===== src/rtl/sdram_read_responder.sv =====
// Avalon-MM burst-read responder standing in for the HPS SDRAM f2h read port.
// Returns an address-derived, seed-keyed pattern with fixed latency and optional stalls.
module sdram_read_responder #(
    parameter int unsigned ADDRESS_BITS   = 29,
    parameter int unsigned BURST_BITS     = 8,
    parameter int unsigned LATENCY        = 4,
    parameter int unsigned CMD_DEPTH      = 4,
    parameter int unsigned LOG2_CMD_DEPTH = 2,
    parameter int unsigned STALL_PERIOD   = 0
) (
    input  logic                    clock,
    input  logic                    reset,
    input  logic [ADDRESS_BITS-1:0] address,
    input  logic [BURST_BITS-1:0]   burstcount,
    input  logic                    read,
    output logic                    waitrequest,
    output logic [63:0]             readdata,
    output logic                    readdatavalid,
    input  logic                    stall_enable,
    input  logic [31:0]             pattern_seed,
    output logic [31:0]             bursts_served,
    output logic                    error
);

    localparam int unsigned AGE_BITS   = $clog2(LATENCY + 1);
    localparam int unsigned STALL_BITS = (STALL_PERIOD > 1) ? $clog2(STALL_PERIOD) : 1;

    localparam logic [AGE_BITS-1:0]       AGE_READY  = AGE_BITS'(LATENCY);
    localparam logic [AGE_BITS-1:0]       AGE_PUSH   = AGE_BITS'(1);
    localparam logic [STALL_BITS-1:0]     STALL_LAST = (STALL_PERIOD == 0) ? '0 : STALL_BITS'(STALL_PERIOD - 1);
    localparam logic [LOG2_CMD_DEPTH:0]   DEPTH_FULL = (LOG2_CMD_DEPTH + 1)'(CMD_DEPTH);
    localparam logic [BURST_BITS-1:0]     ONE_BEAT   = BURST_BITS'(1);

    typedef enum logic {
        IDLE,
        BURST
    } state_t;

    state_t state;

    logic [ADDRESS_BITS-1:0]   cmd_addr  [CMD_DEPTH];
    logic [BURST_BITS-1:0]     cmd_count [CMD_DEPTH];
    logic [AGE_BITS-1:0]       cmd_age   [CMD_DEPTH];
    logic [LOG2_CMD_DEPTH-1:0] wr_ptr;
    logic [LOG2_CMD_DEPTH-1:0] rd_ptr;
    logic [LOG2_CMD_DEPTH:0]   occupancy;
    logic [STALL_BITS-1:0]     stall_cnt;
    logic [BURST_BITS-1:0]     beat_idx;

    logic                    full;
    logic                    stall_now;
    logic                    accept;
    logic                    head_ready;
    logic [ADDRESS_BITS-1:0] head_addr;
    logic [BURST_BITS-1:0]   head_count;
    logic [ADDRESS_BITS-1:0] beat_addr;
    logic [31:0]             beat_word;
    logic [63:0]             beat_data;
    logic                    emit;
    logic                    pop;

    assign full        = (occupancy == DEPTH_FULL);
    assign stall_now   = stall_enable && (STALL_PERIOD != 0) && (stall_cnt == STALL_LAST);
    assign waitrequest = reset || full || stall_now;
    assign accept      = read && !waitrequest;

    assign head_addr  = cmd_addr[rd_ptr];
    assign head_count = cmd_count[rd_ptr];
    assign head_ready = (occupancy != '0) && (cmd_age[rd_ptr] == AGE_READY);

    // beat_idx stays 0 in IDLE, so the same adder serves the first beat of a burst
    assign beat_addr = head_addr + ADDRESS_BITS'(beat_idx);
    assign beat_word = 32'(beat_addr);
    assign beat_data = {beat_word ^ pattern_seed, ~beat_word ^ pattern_seed};

    always_comb begin
        emit = 1'b0;
        pop  = 1'b0;
        case (state)
            IDLE: begin
                if (head_ready) begin
                    if (head_count == '0) begin
                        pop = 1'b1;
                    end else begin
                        emit = 1'b1;
                        pop  = (head_count == ONE_BEAT);
                    end
                end
            end
            BURST: begin
                emit = 1'b1;
                pop  = (beat_idx == head_count - ONE_BEAT);
            end
            default: begin
                emit = 1'b0;
                pop  = 1'b0;
            end
        endcase
    end

    always_ff @(posedge clock) begin
        if (accept) begin
            cmd_addr[wr_ptr]  <= address;
            cmd_count[wr_ptr] <= burstcount;
        end
    end

    always_ff @(posedge clock) begin
        if (reset) begin
            state         <= IDLE;
            beat_idx      <= '0;
            wr_ptr        <= '0;
            rd_ptr        <= '0;
            occupancy     <= '0;
            stall_cnt     <= '0;
            readdatavalid <= 1'b0;
            readdata      <= '0;
            bursts_served <= '0;
            error         <= 1'b0;
            for (int unsigned i = 0; i < CMD_DEPTH; i++) begin
                cmd_age[i] <= '0;
            end
        end else begin
            if (STALL_PERIOD != 0) begin
                stall_cnt <= (stall_cnt == STALL_LAST) ? '0 : stall_cnt + 1'b1;
            end

            // every slot ages each cycle; a push below overrides its own slot
            for (int unsigned i = 0; i < CMD_DEPTH; i++) begin
                if (cmd_age[i] != AGE_READY) begin
                    cmd_age[i] <= cmd_age[i] + 1'b1;
                end
            end

            if (accept) begin
                cmd_age[wr_ptr] <= AGE_PUSH;
                wr_ptr          <= wr_ptr + 1'b1;
                if (burstcount == '0) begin
                    error <= 1'b1;
                end
            end

            if (pop) begin
                rd_ptr <= rd_ptr + 1'b1;
                if (head_count != '0) begin
                    bursts_served <= bursts_served + 1'b1;
                end
            end

            case ({accept, pop})
                2'b10:   occupancy <= occupancy + 1'b1;
                2'b01:   occupancy <= occupancy - 1'b1;
                default: occupancy <= occupancy;
            endcase

            readdatavalid <= emit;
            readdata      <= emit ? beat_data : '0;

            case (state)
                IDLE: begin
                    if (emit && !pop) begin
                        state    <= BURST;
                        beat_idx <= ONE_BEAT;
                    end
                end
                BURST: begin
                    if (pop) begin
                        state    <= IDLE;
                        beat_idx <= '0;
                    end else begin
                        beat_idx <= beat_idx + 1'b1;
                    end
                end
                default: begin
                    state    <= IDLE;
                    beat_idx <= '0;
                end
            endcase
        end
    end

endmodule


===== config.mk =====
export PLATFORM = sky130hd
export DESIGN_NAME = sdram_read_responder
export DESIGN_NICKNAME = d
export VERILOG_FILES = /design/src/rtl/sdram_read_responder.sv
export SDC_FILE = /design/constraint.sdc
export NUM_CORES = 1
export LEC_CHECK = 0
export BUFFER_PORTS_ARGS = -buffer_cell sky130_fd_sc_hd__buf_2
export CAP_MARGIN = 15
export CORE_UTILIZATION = 30
export CTS_CLUSTER_SIZE = 16
export DETAILED_ROUTE_END_ITERATION = 8
export PLACE_DENSITY_LB_ADDON = 0.15
export SYNTH_ARGS = -nofsm -noshare
export SYNTH_HDL_FRONTEND = slang
export SYNTH_SLANG_ARGS = --single-unit

===== constraint.sdc =====
create_clock -name clock -period 4.5 [get_ports clock]
set_clock_uncertainty 0.1 [all_clocks]
set_input_delay 0.225 -clock clock [delete_from_list [all_inputs] [get_ports clock]]
set_output_delay 0.225 -clock clock [all_outputs]
set_load 0.01 [all_outputs]

* Word level (Yosys, flattened, before mapping)
Memories as Yosys holds them, arrays and structs flattened. A register that Yosys moved wholly into a read port is not among the register bits.
Index checks and enable logic that the tools add are counted.
** Storage, ports and cells
- Flip-flop bits (word level) :: 114
- Output and inout bits :: 99
- Word-level logic and storage cells :: 99
- Memories kept :: 3
- Bits in writable memories :: 160
** Memories
- cmd_addr :: words 4, bits a word 29, read ports 1, clocked after memory_dff 1, wr ports 1, line 41 : logic [ADDRESS_BITS-1:0] cmd_addr [CMD_DEPTH];
- cmd_count :: words 4, bits a word 8, read ports 1, clocked after memory_dff 1, wr ports 1, line 42 : logic [BURST_BITS-1:0] cmd_count [CMD_DEPTH];
- cmd_age :: words 4, bits a word 3, read ports 5, clocked after memory_dff 1, wr ports 5, line 43 : logic [AGE_BITS-1:0] cmd_age [CMD_DEPTH];
** Cells by class
- Add/subtract/negate cells :: 12
- Eq/ne operators :: 11
- Reduce and logical (&&, ||, !) cells :: 14
- Muxes and demuxes :: 41
- Bitwise gates (word level) :: 9
** Operators by type and width (count)
- 32-bit by 1-bit adder with 32-bit output, second input constant :: 1
- 29-bit NOT with 32-bit output :: 1
- 29-bit by 32-bit bitwise XOR with 32-bit output :: 1
- 32-bit bitwise XOR :: 1
- 29-bit by 8-bit adder with 29-bit output :: 1
- 1-bit two-way mux :: 24
- 8-bit zero test :: 2
- 8-bit two-way mux :: 2
- 8-bit one-hot mux with 2 select lines :: 1
- 3-bit by 1-bit adder with 3-bit output, second input constant :: 5
- 2-bit two-way mux :: 6
- 3-bit two-way mux :: 4
- 3-bit inequality test, second input constant :: 4
- 8-bit by 1-bit adder with 8-bit output, second input constant :: 1
- 8-bit by 1-bit equality test with 1-bit output, second input constant :: 1
- 8-bit equality test :: 1
- 8-bit nonzero test :: 1
- 8-bit by 1-bit subtractor with 8-bit output, second input constant :: 1
- 3-bit equality test, second input constant :: 2
- 1-bit one-hot mux with 2 select lines :: 3
- 3-bit one-hot mux with 2 select lines :: 1
- 2-bit by 1-bit adder with 2-bit output, second input constant :: 2
- 1-bit OR :: 4
- 2-bit AND reduction :: 2
- 11 further kinds :: 15

* Depth between registers and ports, before layout
Gate-level depths: netlist (run 1).
- Depth after elaboration :: 8
- Gate-level depth with buffers :: 20
- Mapped depth without buffers :: 16

* Worst setup path after synthesis (run 1)
No wires, ideal clock.
- Path type :: reg-to-reg
- Start point :: register with a tool-made name
- End point :: register readdata[26]
- Path slack :: 0.130 ns
- Path buffers :: 6
- Data arrival time :: 4.155 ns
- Library setup time :: 0.115 ns
- Data required time :: 4.285 ns
- Stages on the path, launching flop included :: 18
- Cell sequence :: dfxtp_1 -> buf_6 -> buf_6 -> buf_2 -> buf_2 -> buf_2 -> mux4_2 -> ha_1 -> fa_1 -> a21o_1 -> a21oi_1 -> o21bai_1 -> a21oi_1 -> o21a_1 -> clkbuf_1 -> nor4_1 -> xor2_1 -> and2_1
** RTL lines
- end signal, assigned :: line 157 : readdata <= emit ? beat_data : '0;
- end, declared :: line 17 : output logic [63:0] readdata,

==> metrics.cfg, run 1 <==
[sta]
max_clock_freq_ghz=0.249
fin_ws_ns=0.479
rsz0062_at_grt=no
setup_tns_ns=0
hold_viol=0
max-slew-margin-rel_pct=42.7
tightest_slew_ns=0.859
finalSetupViolations=0
min_period_ns=4.02
fin_crit_sh_pct=89.4
maxSlewViolCount=0

[setup_path]
worstRegToRegCells=16
worst_r2r_endpoint=occupancy[2]
worstPathRequired_ns=4.89
critPathLaunchType=register
cp_max_fo=11
crit_path_end=occupancy[2]
critPathKind=register to register
rrSetupSlack_ns=0.48
crit_path_end_kind=register
cp.arrival_ns=4.41

[power_and_ir_drop]
p_seq_share_pct=48.7
power.net_switching_mw=1.24
p_comb_share_pct=6.1
switching_share_pct=22.0
p_leak_nw=5.54
p_total_mw=5.63
vdd_drop_max_v=0.000294
p_int_mw=4.39
power_frac_clock_pct=45.2
power_density_nw_per_um2=381

[logic_synthesis]
synth_area_leaders=edfxtp_1 38%, dfxtp_1 22%, mux4_2 7.1%
synth_flop_cell=edfxtp_1
yosys_warnings=0
ys_ff_latch=276
synth_async_sr_flop_share_pct=0
synth_cells=893
synth-seq-area-share_pct=60.1
synth_xor_area_share_pct=5.33
synthAdderAreaFrac_pct=3.03
synth_compound_area_share_pct=6.73
yosysUniqueCellTypes=63
synth_top_family_by_area=simple AND/OR/NAND/NOR gates
syn_avg_cell_area_um2=13.1
synth.net_count=993
synth_area_um2=11700
synth_mux_area_share_pct=8.74
synth.largest_area_cell=edfxtp_1
netlist.area_leader.share_pct=38.1
synthSimpleGateAreaFrac_pct=13.1
synth_edf_count=148

[clock_tree]
cts_resized=0
worstSkewPairLatency_ns=0.57
cts_sinks=276
cts-buffers-inserted=31
postCtsHoldBufs=66
h-tree-depth=1
cts_max_path_buffers=3
post_cts_buffers=0
clk_pin_slew_ns=0.06
clockRootBuffer=clkbuf_16
cts_tree=yes

[floorplanning]
die_h_um=199
core_area_um2=37900
ios=172
fp-row-count=71
initial_core_util_pct=30.7
dieArea_um2=39600
die_x_um=199

[place]
dp_slack_ns=0.505
place.gp.congestion=0.752
dp_hpwl_um=19300
numPortBuffers=170

[final_layout]
nets=1239
multiInputGateArea_um2=4310
area_delta_synth_final_pct=26.9
fill_cells=3698
drive_gt1_share_pct=25.7
register_area_um2=7010

[detailed_routing]
wire_per_inst_um=17.2
drc=0
ant_nets=0
routed_wl_um=28800
dr.pass1.iters=5
vias=7818
drt-vias-per-instance=4.66
drt_iter0_drc=407

[grt]
grt.total_usage_pct=14.7
overflow=0
grt_pass1_vias=7844
grt_pass1_wl_um=44900
grt_max_degree=66
antenna_found_initial=0

[run]
maxCapViolations=0

[run_status]
status=completed

[worst_hold_path]
hold_path.class=primary input to register

## stage by stage
step / std cells / utilization, % / hold slack, ns / cell area (µm²)
2_1_floorplan: 893 / - / 0.197 / 11700
3_3_place_gp: 1551 / 34.5 / 0.294 / 13100
3_5_place_dp: 1551 / 34.5 / 0.294 / 13100
4_1_cts: 1675 / 39.0 / 0.00392 / 14800
5_1_grt: 1675 / 39.0 / 0.0529 / 14800
6_report: 1676 / 39.0 / 0.0290 / 14800
## critical path: stages, from the launching register on
cell and delay, ns:
dfxtp_2 0.50, mux4_2 0.61, inv_1 0.11, ha_1 0.20, inv_1 0.10, a41oi_1 0.28, mux2_1 0.35, mux2i_1 0.26
mux2i_4 0.13, a31oi_4 0.24, inv_2 0.09, ha_1 0.21, inv_1 0.08, fa_1 0.17, xor2_1 0.07, or3_1 0.30
a21oi_1 0.14
## how the worst min path moves through the flow
stage                           from           end  cells after the start
floorplan           pattern_seed[29]  readdata[29]                      1
global placement    pattern_seed[29]  readdata[29]                      2
detailed placement  pattern_seed[31]  readdata[31]                      2
CTS                 pattern_seed[11]  readdata[11]                      4
global route         pattern_seed[8]   readdata[8]                      4
finish              pattern_seed[11]  readdata[11]                      4
## layout make-up
class / instances / share of cell area, %
sequential: 276 / 47.4
multi-input combinational: 539 / 29.1
timing repair buffer: 255 / 11.3
clock buffer: 35 / 5.41
tap: 511 / 4.32
clock inverter: 23 / 1.56
inverter: 36 / 0.913
antenna: 1 / 0.0169
## sequential cells by signal, summed over array words and instances, names as in the netlist, named ones only
register,flops
cmd_count,32
error,1
readdata,64
cmd_age,12
state,1
occupancy,3
cmd_addr,116
readdatavalid,1
rd_ptr,2
wr_ptr,2
bursts_served,32
beat_idx,8
## per-layer routing
metal | vias to the layer above | part of all wire [%] | track usage (%)
met5 | - | 0 | 0
met4 | 0 | 1.7 | 4.07
met3 | 32 | 3.6 | 2.23
met2 | 130 | 47 | 23.8
met1 | 3812 | 48 | 20.4
li1 | 3844 | - | -
## power groups by stage
stage,Clock (mW),Sequential (mW),Combinational (mW)
CTS,2.62,2.74,0.353
finish,2.54,2.74,0.346
global route,2.72,2.75,0.388
detailed placement,0,2.80,0.304
floorplan,0,2.79,0.189
global placement,0,2.80,0.299
## cell families (layout without fill, tap and decap cells)
| family | Yosys count | in the layout |
|---|---|---|
| buffers and inverters | 78 | 349 |
| flip-flops | 276 | 276 |
| other | 0 | 1 |
| adder cells (fa/ha/maj) | 27 | 27 |
| XOR/XNOR | 71 | 71 |
| AND/OR/NAND/NOR | 271 | 271 |
| multiplexers | 53 | 53 |
| AO/OA/AOI/OAI | 117 | 117 |
## Yosys cell counts (26+ instances only)
cell type,n
or4_1,27
clkbuf_1,26
dfxtp_1,128
o31ai_1,27
edfxtp_1,148
a21oi_1,35
mux4_2,37
and2_1,37
nor2_1,62
xnor2_1,52
nand2_1,29
inv_1,34
## cell usage in the layout, fill, tap and decap left out, drive strengths merged, types with 29 or more instances in the layout
master,netlist,final
a21oi,35,35
and2,37,37
buf,16,189
clkbuf,26,35
dfxtp,128,128
dlygate4sd3,0,66
edfxtp,148,148
inv,36,37
mux4,37,37
nand2,29,29
nor2,62,62
xnor2,52,52
Note: power is estimated with default switching activity, not from simulation.
==> inputs of run 2 (changes only) <==
- CTS_BUF_LIST: unset -> sky130_fd_sc_hd__clkbuf_8
- HOLD_SLACK_MARGIN: unset -> 0.03
==> run 2 against run 1 <==
  * Clock power shrank 18%
  * Via count rose by 2.1%
  * Flip-flop and latch count stayed put
  * Largest cell class unchanged
  * Highest routed layer unchanged
==> metrics.cfg, run 2 (synthesized netlist as in run 1, its figures left out) <==
[sta]
fin_crit_sh_pct=88.9  ; -0.47 points
max_clock_freq_ghz=0.250  ; +0.53%
finalSetupViolations=0  ; unchanged
rsz0062_at_grt=no
fin_ws_ns=0.500  ; +0.0212 ns
hold_viol=0  ; unchanged
tightest_slew_ns=0.870  ; +0.0114 ns
setup_tns_ns=0  ; unchanged
max-slew-margin-rel_pct=42.0  ; -0.76 points
whs_ns=0.146  ; +0.117 ns
min_period_ns=4.00  ; -0.0212 ns
maxSlewViolCount=0  ; unchanged

[final_layout]
layout_commonest_cell=buf_2
final_cell_mix=170 x buf_2, 148 x edfxtp_1, 126 x dfxtp_1
post-route-util_pct=38.7  ; -0.30 points
fin_cells=1713  ; +2.2%
drive_gt1_share_pct=25.4  ; -0.29 points
area_delta_synth_final_pct=26.0
nets=1261  ; +1.8%
fill_cells=3733  ; +0.95%
stdcell_area_um2=14700  ; -0.76%
reg_top3=cmd_addr x116, readdata x64
largest_register_ff_count=116  ; unchanged
regMostFlops=cmd_addr

[grt]
grt_max_degree=66  ; unchanged
overflow=0  ; unchanged
antenna_found_initial=0  ; unchanged
grt_pass1_vias=7946  ; +1.3%
grt_pass1_wl_um=45100  ; +0.43%
grt.total_usage_pct=14.9  ; +0.22 points

[floorplanning]
fp-row-count=71  ; unchanged
dieArea_um2=39600  ; unchanged
die_h_um=199  ; unchanged
die_x_um=199  ; unchanged
initial_core_util_pct=30.7  ; unchanged
core_area_um2=37900  ; unchanged
ios=172  ; unchanged

[setup_path]
cp_max_fo=11  ; unchanged
worstPathRequired_ns=4.91  ; +0.02 ns
critPathLaunchType=register
rrSetupSlack_ns=0.50  ; +0.02 ns
crit_path_end_kind=register
cp.arrival_ns=4.41  ; about the same
critPathKind=register to register

[clock_tree]
h-tree-depth=2  ; +1
clk_pin_slew_ns=0.06  ; about the same
clockRootBuffer=clkbuf_8
cts_sinks=276  ; unchanged
cts_max_path_buffers=3  ; unchanged
cts_tree=yes
worstSkewPairLatency_ns=0.62  ; +0.05 ns
cts-buffers-inserted=49  ; +58%

[place]
dp_slack_ns=0.505  ; unchanged
place.gp.congestion=0.752  ; unchanged
dp_hpwl_um=19300  ; unchanged
place_area_um2=13100  ; unchanged
dp_cells=1551  ; unchanged
numPortBuffers=170  ; unchanged

[run]
maxCapViolations=0  ; unchanged

[power_and_ir_drop]
p_leak_nw=5.57  ; +0.44%
power_density_nw_per_um2=353  ; -7.3%
p_total_mw=5.18  ; -8.0%
vdd_drop_max_v=0.000183  ; -38%

[detailed_routing]
dr.pass1.iters=5  ; unchanged
drt_iter0_drc=366  ; -10%
drc=0  ; unchanged
vias=7981  ; +2.1%
routed_wl_um=28900  ; +0.60%
drt-vias-per-instance=4.66  ; -0.12%
ant_nets=0  ; unchanged
wire_per_inst_um=16.9  ; -1.6%

[worst_hold_path]
hold_path.class=primary input to register

[run_status]
status=completed

[run 2: changes by cell type in the layout (fill, tap and decap cells not counted), sizes merged]
cell / before / now
inv: 37 / 59
clkbuf: 35 / 51
bufinv: 4 / 0
dlygate4sd3: 66 / 70
clkinv: 17 / 16
[run 2: final timing paths]
path                                        start           endpoint  cells after the start
worst max register to register           register       occupancy[2]                     16
worst max-delay path                     register       occupancy[2]                     16
worst min-delay path                        reset          wr_ptr[1]                      5
worst min register to register  bursts_served[31]  bursts_served[31]                      2
[run 2: report_power, final]
group	switching [mW]	total [mW]	internal (mW)
clock	1.03	2.09	1.06
sequential	0.0283	2.75	2.72
combinational	0.179	0.349	0.170
total	1.24	5.18	3.94
[run 2: what timing repair did]
| action | CTS | global route |
|---|---|---|
| buffers inserted | 0 | 0 |
| endpoints found under the hold margin | 213 | 0 |
| gates resized for setup | 0 | 0 |
| hold buffers | 70 | 0 |
[run 2: per-layer routing]
metal / track usage, % / wire length (µm) / part of all wire, %
met1: 20.3 / 13700 / 47
met2: 23.6 / 13500 / 47
met3: 3.31 / 1240 / 4.3
met4: 4.79 / 549 / 1.9
met5: 0 / 0 / 0
[run 2: area by class of cell]
class | count | area (µm²) | area share [%]
well taps | 511 | 639 | 4.35
diodes | 1 | 2.50 | 0.0170
flip-flops and latches | 276 | 7010 | 47.7
inverters | 36 | 135 | 0.920
multi-input cells | 539 | 4310 | 29.4
clock buffers | 51 | 702 | 4.78
clock inverters | 40 | 178 | 1.21
repair buffers | 259 | 1710 | 11.6
[run 2: critical path: stages (launching register included)]
cell and delay, ns:
dfxtp_2 0.50, mux4_2 0.61, inv_1 0.11, ha_1 0.20
inv_1 0.10, a41oi_1 0.28, mux2_1 0.35, mux2i_1 0.26
mux2i_4 0.13, a31oi_4 0.24, inv_2 0.08, ha_1 0.21
inv_1 0.07, fa_1 0.17, xor2_1 0.07, or3_1 0.30
a21oi_1 0.14
